--- config.mk ---
export PLATFORM = sky130hd
export DESIGN_NAME = hdmi_packet_scheduler
export DESIGN_NICKNAME = d
export VERILOG_FILES = /design/src/rtl/hdmi_packet_pkg.sv /design/src/rtl/hdmi_packet_scheduler.sv
export SDC_FILE = /design/constraint.sdc
export NUM_CORES = 1
export LEC_CHECK = 0
export CORE_AREA = 2 2 485 487
export DETAILED_ROUTE_END_ITERATION = 6
export DIE_AREA = 0 0 487 489
export DONT_BUFFER_PORTS = 1
export PLACE_DENSITY = 0.3
export SLEW_MARGIN = 10
export SYNTH_ARGS = -nofsm -noshare
export SYNTH_HDL_FRONTEND = slang
export SYNTH_SLANG_ARGS = --single-unit
--- constraint.sdc ---
create_clock -name clk_pixel -period 1.8 [get_ports clk_pixel]
set_input_delay 0.36 -clock clk_pixel [delete_from_list [all_inputs] [get_ports clk_pixel]]
set_output_delay 0.36 -clock clk_pixel [all_outputs]
set_load 0.03 [all_outputs]
--- src/rtl/hdmi_packet_pkg.sv ---
// Shared definitions for the HDMI data-island packet scheduler.
// - Packet type codes placed on the packet_type output.
// - packet_sub_t: four 56-bit subpackets as one packed array.
// - sel_e: internal selection result of the priority arbiter.
package hdmi_packet_pkg;

    localparam logic [7:0] PKT_NULL  = 8'h00;
    localparam logic [7:0] PKT_ACR   = 8'h01;
    localparam logic [7:0] PKT_AUDIO = 8'h02;
    localparam logic [7:0] PKT_AVI   = 8'h82;
    localparam logic [7:0] PKT_AINFO = 8'h84;

    typedef logic [3:0][55:0] packet_sub_t;

    // SEL_NONE marks cycles without a packet slot, so nothing is consumed.
    typedef enum logic [2:0] {
        SEL_NONE  = 3'd0,
        SEL_ACR   = 3'd1,
        SEL_AUDIO = 3'd2,
        SEL_AVI   = 3'd3,
        SEL_AINFO = 3'd4,
        SEL_NULL  = 3'd5
    } sel_e;

    // Maps an arbiter selection to the packet type code sent downstream.
    function automatic logic [7:0] type_of_sel(input sel_e sel);
        logic [7:0] code;
        case (sel)
            SEL_ACR:   code = PKT_ACR;
            SEL_AUDIO: code = PKT_AUDIO;
            SEL_AVI:   code = PKT_AVI;
            SEL_AINFO: code = PKT_AINFO;
            default:   code = PKT_NULL;
        endcase
        return code;
    endfunction

endpackage

--- src/rtl/hdmi_packet_scheduler.sv ---
// HDMI data-island packet scheduler (clk_pixel domain).
// Once per packet slot (packet_enable pulse) it picks one packet by fixed
// priority: ACR > audio sample > AVI InfoFrame > Audio InfoFrame > Null, and
// registers its header/subpackets for the packet assembler.
// Ports:
//   clk_pixel, reset_n            : clock, async active-low reset
//   frame_start                   : re-arms AVI / Audio InfoFrames
//   packet_enable                 : start of a packet slot
//   clk_audio_counter_wrap        : ACR request toggle (each edge = 1 request)
//   acr/audio/avi/ainfo_header,sub: candidate packet contents
//   audio_valid / audio_ready     : audio sample handshake (ready is combinational)
//   header, sub, packet_type      : registered selected packet
//   acr_overrun                   : sticky, ACR request lost while one pending
module hdmi_packet_scheduler
    import hdmi_packet_pkg::*;
#(
    parameter bit SEND_ACR        = 1'b1,
    parameter bit SEND_AVI        = 1'b1,
    parameter bit SEND_AUDIO_INFO = 1'b1
) (
    input  logic        clk_pixel,
    input  logic        reset_n,
    input  logic        frame_start,
    input  logic        packet_enable,
    input  logic        clk_audio_counter_wrap,
    input  logic [23:0] acr_header,
    input  packet_sub_t acr_sub,
    input  logic        audio_valid,
    output logic        audio_ready,
    input  logic [23:0] audio_header,
    input  packet_sub_t audio_sub,
    input  logic [23:0] avi_header,
    input  packet_sub_t avi_sub,
    input  logic [23:0] ainfo_header,
    input  packet_sub_t ainfo_sub,
    output logic [23:0] header,
    output packet_sub_t sub,
    output logic [7:0]  packet_type,
    output logic        acr_overrun
);

    logic        wrap_q_r;
    logic        acr_pending_r;
    logic        avi_pending_r;
    logic        ainfo_pending_r;
    logic        acr_overrun_r;
    logic [23:0] header_r;
    packet_sub_t sub_r;
    logic [7:0]  packet_type_r;

    logic        acr_req_s;
    sel_e        sel_s;
    logic [23:0] nxt_header_s;
    packet_sub_t nxt_sub_s;

    // Any edge of the wrap toggle is one ACR request.
    assign acr_req_s = (wrap_q_r ^ clk_audio_counter_wrap) & SEND_ACR;

    // Fixed-priority arbitration on same-cycle state; a same-cycle ACR request wins.
    always_comb begin
        sel_s = SEL_NONE;
        if (packet_enable) begin
            if (acr_pending_r | acr_req_s) begin
                sel_s = SEL_ACR;
            end else if (audio_valid) begin
                sel_s = SEL_AUDIO;
            end else if (avi_pending_r) begin
                sel_s = SEL_AVI;
            end else if (ainfo_pending_r) begin
                sel_s = SEL_AINFO;
            end else begin
                sel_s = SEL_NULL;
            end
        end else begin
            sel_s = SEL_NONE;
        end
    end

    // Content mux for the selected packet; Null and no-slot give all zeros.
    always_comb begin
        nxt_header_s = 24'h0;
        nxt_sub_s    = '0;
        case (sel_s)
            SEL_ACR: begin
                nxt_header_s = acr_header;
                nxt_sub_s    = acr_sub;
            end
            SEL_AUDIO: begin
                nxt_header_s = audio_header;
                nxt_sub_s    = audio_sub;
            end
            SEL_AVI: begin
                nxt_header_s = avi_header;
                nxt_sub_s    = avi_sub;
            end
            SEL_AINFO: begin
                nxt_header_s = ainfo_header;
                nxt_sub_s    = ainfo_sub;
            end
            default: begin
                nxt_header_s = 24'h0;
                nxt_sub_s    = '0;
            end
        endcase
    end

    // The audio source sees ready in the same cycle it is selected.
    assign audio_ready = (sel_s == SEL_AUDIO);

    // Edge capture, pending flags, sticky overrun and registered packet outputs.
    always_ff @(posedge clk_pixel or negedge reset_n) begin
        if (!reset_n) begin
            wrap_q_r        <= 1'b0;
            acr_pending_r   <= 1'b0;
            avi_pending_r   <= SEND_AVI;
            ainfo_pending_r <= SEND_AUDIO_INFO;
            acr_overrun_r   <= 1'b0;
            header_r        <= 24'h0;
            sub_r           <= '0;
            packet_type_r   <= PKT_NULL;
        end else begin
            wrap_q_r <= clk_audio_counter_wrap;

            // Consumption absorbs a request arriving in the same cycle.
            if (sel_s == SEL_ACR) begin
                acr_pending_r <= 1'b0;
            end else if (acr_req_s) begin
                acr_pending_r <= 1'b1;
                if (acr_pending_r) begin
                    acr_overrun_r <= 1'b1;
                end
            end

            // Re-arm beats a same-cycle clear so the new frame still gets its InfoFrame.
            if (frame_start && SEND_AVI) begin
                avi_pending_r <= 1'b1;
            end else if (sel_s == SEL_AVI) begin
                avi_pending_r <= 1'b0;
            end

            if (frame_start && SEND_AUDIO_INFO) begin
                ainfo_pending_r <= 1'b1;
            end else if (sel_s == SEL_AINFO) begin
                ainfo_pending_r <= 1'b0;
            end

            if (packet_enable) begin
                header_r      <= nxt_header_s;
                sub_r         <= nxt_sub_s;
                packet_type_r <= type_of_sel(sel_s);
            end
        end
    end

    assign header      = header_r;
    assign sub         = sub_r;
    assign packet_type = packet_type_r;
    assign acr_overrun = acr_overrun_r;

endmodule
==> run metrics, run 1 <==
Clock Sinks 257; dpl ws -0.132 ns; Seq/Total Area, Yosys 41.5%; Area after DPL 20600 um2; Die X-Extent 487 um; synth warn 0; row cnt 178; IO Pins 1256; Log Error [ERROR RSZ-0060] Max buffer count reached.; Async S/R FF share, synth 100%; #FFs+latches synth 257; IO Port Bufs 0; Num CTS Buffers 39; Yosys cell types 26; Post-synth EDFFs 0; Cells after Synth 1472; XOR/XNOR share of the synthesized area 0.161%; clk buf depth 3; Root Driver clkbuf_16; Yosys top cell by area dfrtp_1; CTS H-tree depth 2; Syn Area/Cell 10.5 um2; Post-Synth Simple-Gate Area 0.549%; Area contributors post-synth dfrtp_1, a22oi_1, mux2i_1; post-synthesis adder-cell area fraction 0%; Synth Area in Compound Gates 36.3%; ys flop type dfrtp_1; effective utilization at floorplan 6.64%; top post-synthesis cells by count a22oi_1, dfrtp_1, a211oi_1, mux2i_1, clkbuf_1; Yosys top cell area share 41.2%; Resized Gates After CTS 201; largest family of logic cells by synthesized area compound AO/OA/AOI/OAI gates; die height 489 um; total setup buffers inserted after CTS 20; Stopped at clock tree synthesis (4_1_cts); status did not finish; Hold-fix buffers, CTS 936; Final GP Congestion 0.949; most frequent cell after synthesis a22oi_1; mux share of post-synthesis cell area 16.0%; dpl hpwl 139 mm; Syn Std Cell Area 15500 um2
[per-stage QoR]
stage	cells	setup TNS, ns
after floorplan	1475	0
after detailed placement	4579	-3.83
after global placement	4579	-2.39
[cell families after synthesis]
group	after synthesis
AO/OA/AOI/OAI	750
flip-flops	257
multiplexers	248
buffers and inverters	198
AND/OR/NAND/NOR	16
XOR/XNOR	2
other	1
==> inputs of run 2 (changes only) <==
--- a/config.mk
+++ b/config.mk
@@ -5,11 +5,11 @@
 export SDC_FILE = /design/constraint.sdc
 export NUM_CORES = 1
 export LEC_CHECK = 0
-export CORE_AREA = 2 2 485 487
+export CORE_AREA = 2 2 494 496
 export DETAILED_ROUTE_END_ITERATION = 6
-export DIE_AREA = 0 0 487 489
+export DIE_AREA = 0 0 496 498
 export DONT_BUFFER_PORTS = 1
-export PLACE_DENSITY = 0.3
+export PLACE_DENSITY_LB_ADDON = 0.15
 export SLEW_MARGIN = 10
 export SYNTH_ARGS = -nofsm -noshare
 export SYNTH_HDL_FRONTEND = slang
==> run metrics, run 2 <==
Yosys top cell by area dfrtp_1 (unchanged); clock latency on the worst-skew pair 0.64 ns; Seq/Total Area, Yosys 41.5% (unchanged); Worst Skew 0.0201 ns; Power Dens Cells 752 nW/um2; Sw Share 41.6%; Final GP Congestion 0.918 (was 0.949); Combinational Power Share 37.0%; critical path class in2out; Post-synth EDFFs 0 (unchanged); slew of the pin with the lowest slew margin 1.81 ns; largest net degree at the start of global routing 258; most common cell after layout, fill and taps aside dlygate4sd3_1; Lkg Pwr 13.8 nW; max frequency 521 MHz; Pint 16.2 mW; post-layout min period 1.92 ns; Via density 3.52; Post-route DRC 0; register area 6470 um2; status complete, but fails checks (was did not finish); Max-slew headroom -20.7%; top post-synthesis cells by count a22oi_1, dfrtp_1, a211oi_1, mux2i_1, clkbuf_1 (unchanged); Yosys top cell area share 41.2% (unchanged); arrival time at the worst endpoint 1.56 ns; switching pwr 11.5 mW; Cells after Synth 1472 (unchanged); Die X-Extent 496 um (was 487 um); GRT Overall Usage 12.9%; Slew Limit Fails 58; Final Non-Filler Cells 5932; Worst Hold Class in2async; WL final 179 mm; Placed Cells 4721 (was 4579); row cnt 181 (was 178); crit path max fanout 253; Setup violations, final 139; highest-count cells in the layout ignoring fill and taps dlygate4sd3_1, a22oi_1, mux2i_1; max-cap violation count 0; DRT iter0 DRCs 1736; Flop pwr share 32.7%; initial antenna violation count 67; area grow syn2layout 138%; Multi-input gate area 9910 um2; Reg clk slew, reported paths 0.05 ns; Async S/R FF share, synth 100% (unchanged); nets@finish 3661; critical path cell sequence nor2b_4 > and3_4 > buf_8; Vias 20900; synth warn 0 (unchanged); TritonCTS clock tree done; fin util 15.2%; die height 498 um (was 489 um); dpl hpwl 120 mm (was 139 mm); share of layout cells above drive strength 1 27.6%; Clk pwr share 30.3%; crit start category primary input; unrepaired setup endpoints after global routing true; gr ovfl total 0; Tcrit/Tclk final 107%; effective utilization at floorplan 6.41% (was 6.64%); IO Port Bufs 0 (unchanged); antenna-violating nets left 0; Yosys cell types 26 (unchanged); Power, Total 27.7 mW; final count of hold timing violations 257; Area after DPL 20800 um2 (was 20600 um2); delay-heaviest family, CP simple AND/OR/NAND/NOR gates; first-pass GRT wire length 214 mm; Clock Sinks 257 (unchanged); Syn Area/Cell 10.5 um2 (unchanged); failing checks negative hold slack, max-slew violations, negative setup slack; # fillers 26800; ys flop type dfrtp_1 (unchanged); most frequent cell after synthesis a22oi_1 (unchanged); #FFs+latches synth 257 (unchanged); Worst Path Required 1.44 ns; Core Area 242000 um2; clk buf depth 3 (unchanged); Initial DRT Pass Iterations 6; vias in the first global route 22500; number of flip-flops in the largest register 224; CP max stage cell nor2b_4; CTS H-tree depth 2 (unchanged); DR WL/cell 30.2 um; post-route cell area 36900 um2; Fin Hold WS -0.562 ns; Num CTS Buffers 40 (was 39); Root Driver clkbuf_16 (unchanged); Syn Std Cell Area 15500 um2 (unchanged); IO Pins 1256 (unchanged); Worst path max stage delay 0.40 ns; worst vdd ir 0.000594 V; WP buf/inv 1; Area contributors post-synth dfrtp_1, a22oi_1, mux2i_1 (unchanged); setup slack after layout -0.118 ns; Worst Setup End Kind primary output; die area 247000 um2
run 2: cell counts after synthesis:
Identical to the previous run, type by type.
run 2: worst paths after layout:
path | cells after the start | endpoint | startpoint | slack, ns
max in group asynchronous | 0 | sub[193] | reset_n | 1.57
max | 3 | audio_ready | packet_enable | -0.12
max reg2reg | 7 | sub[192] | acr_pending_r | -0.12
min reg2reg | 2 | sub[87] | sub[87] | 0.59
min | 0 | sub[32] | reset_n | -0.56
min in group clk_pixel | 2 | sub[208] | avi_sub[208] | 0.05
run 2: layer usage:
| layer | track usage (%) | part of all wire [%] | wire length, um | vias up |
|---|---|---|---|---|
| li1 | - | - | - | 8499 |
| met1 | 13.3 | 35 | 63000 | 10400 |
| met2 | 23.3 | 50 | 88700 | 1543 |
| met3 | 4.87 | 9.6 | 17200 | 432 |
| met4 | 5.54 | 5.7 | 10100 | 16 |
| met5 | 0 | 0.063 | 112 | - |
run 2: layout make-up:
class                      instances  area share [%]
multi-input combinational       1020            26.9
sequential                       257            17.5
timing repair buffer            1343            40.8
antenna                           37           0.251
clock inverter                    14           0.421
tap                             3202            10.9
inverter                           1          0.0102
clock buffer                      58            3.17
run 2: worst reg2reg max path, cell delays in order (launching register included):
cell	delay, ns
dfrtp_2	0.45
nand2b_4	0.22
buf_12	0.24
buf_16	0.17
buf_12	0.17
buf_16	0.18
a211oi_4	0.27
a22oi_2	0.11
run 2: repair_timing:
| item | 4_1_cts | 5_1_grt |
|---|---|---|
| buffers inserted | 43 | 35 |
| cloned | 41 | 34 |
| hold buffers | 965 | 3 |
| pin swaps | 218 | 172 |
| resized for setup | 373 | 190 |
| endpoints found under the setup margin | 185 | 241 |
| hold endpoints to repair | 509 | 260 |
run 2: power groups by stage:
stage | Combinational (mW) | Sequential, mW | Clock [mW]
2_1_floorplan | 2.38 | 9.19 | 0
3_3_place_gp | 6.23 | 9.17 | 0
3_5_place_dp | 6.24 | 9.15 | 0
4_1_cts | 9.69 | 9.09 | 8.84
5_1_grt | 10.9 | 9.19 | 8.90
6_report | 10.2 | 9.06 | 8.39
run 2: kinds of logic after synthesis:
logic type	count (synthesis)	share of synthesized area [%]
compound gates	750	36.3
flops	257	41.5
mux	248	16.0
buf+inv	198	5.42
simple gates	16	0.549
xor+xnor	2	0.161
other cells	1	0.0242
run 2: per-stage QoR:
stage / setup TNS (ns) / hold slack (ns) / worst slack, ns
finish: -6.39 / -0.562 / -0.118
CTS: -14.74 / -0.649 / -0.276
global route: -18.65 / -0.624 / -0.198
detailed placement: -20.58 / 0.0814 / -0.351
floorplan: 0 / 0.0644 / 0.00268
global placement: -30.68 / 0.0791 / -0.448
Note: power is estimated with default switching activity, not from simulation.
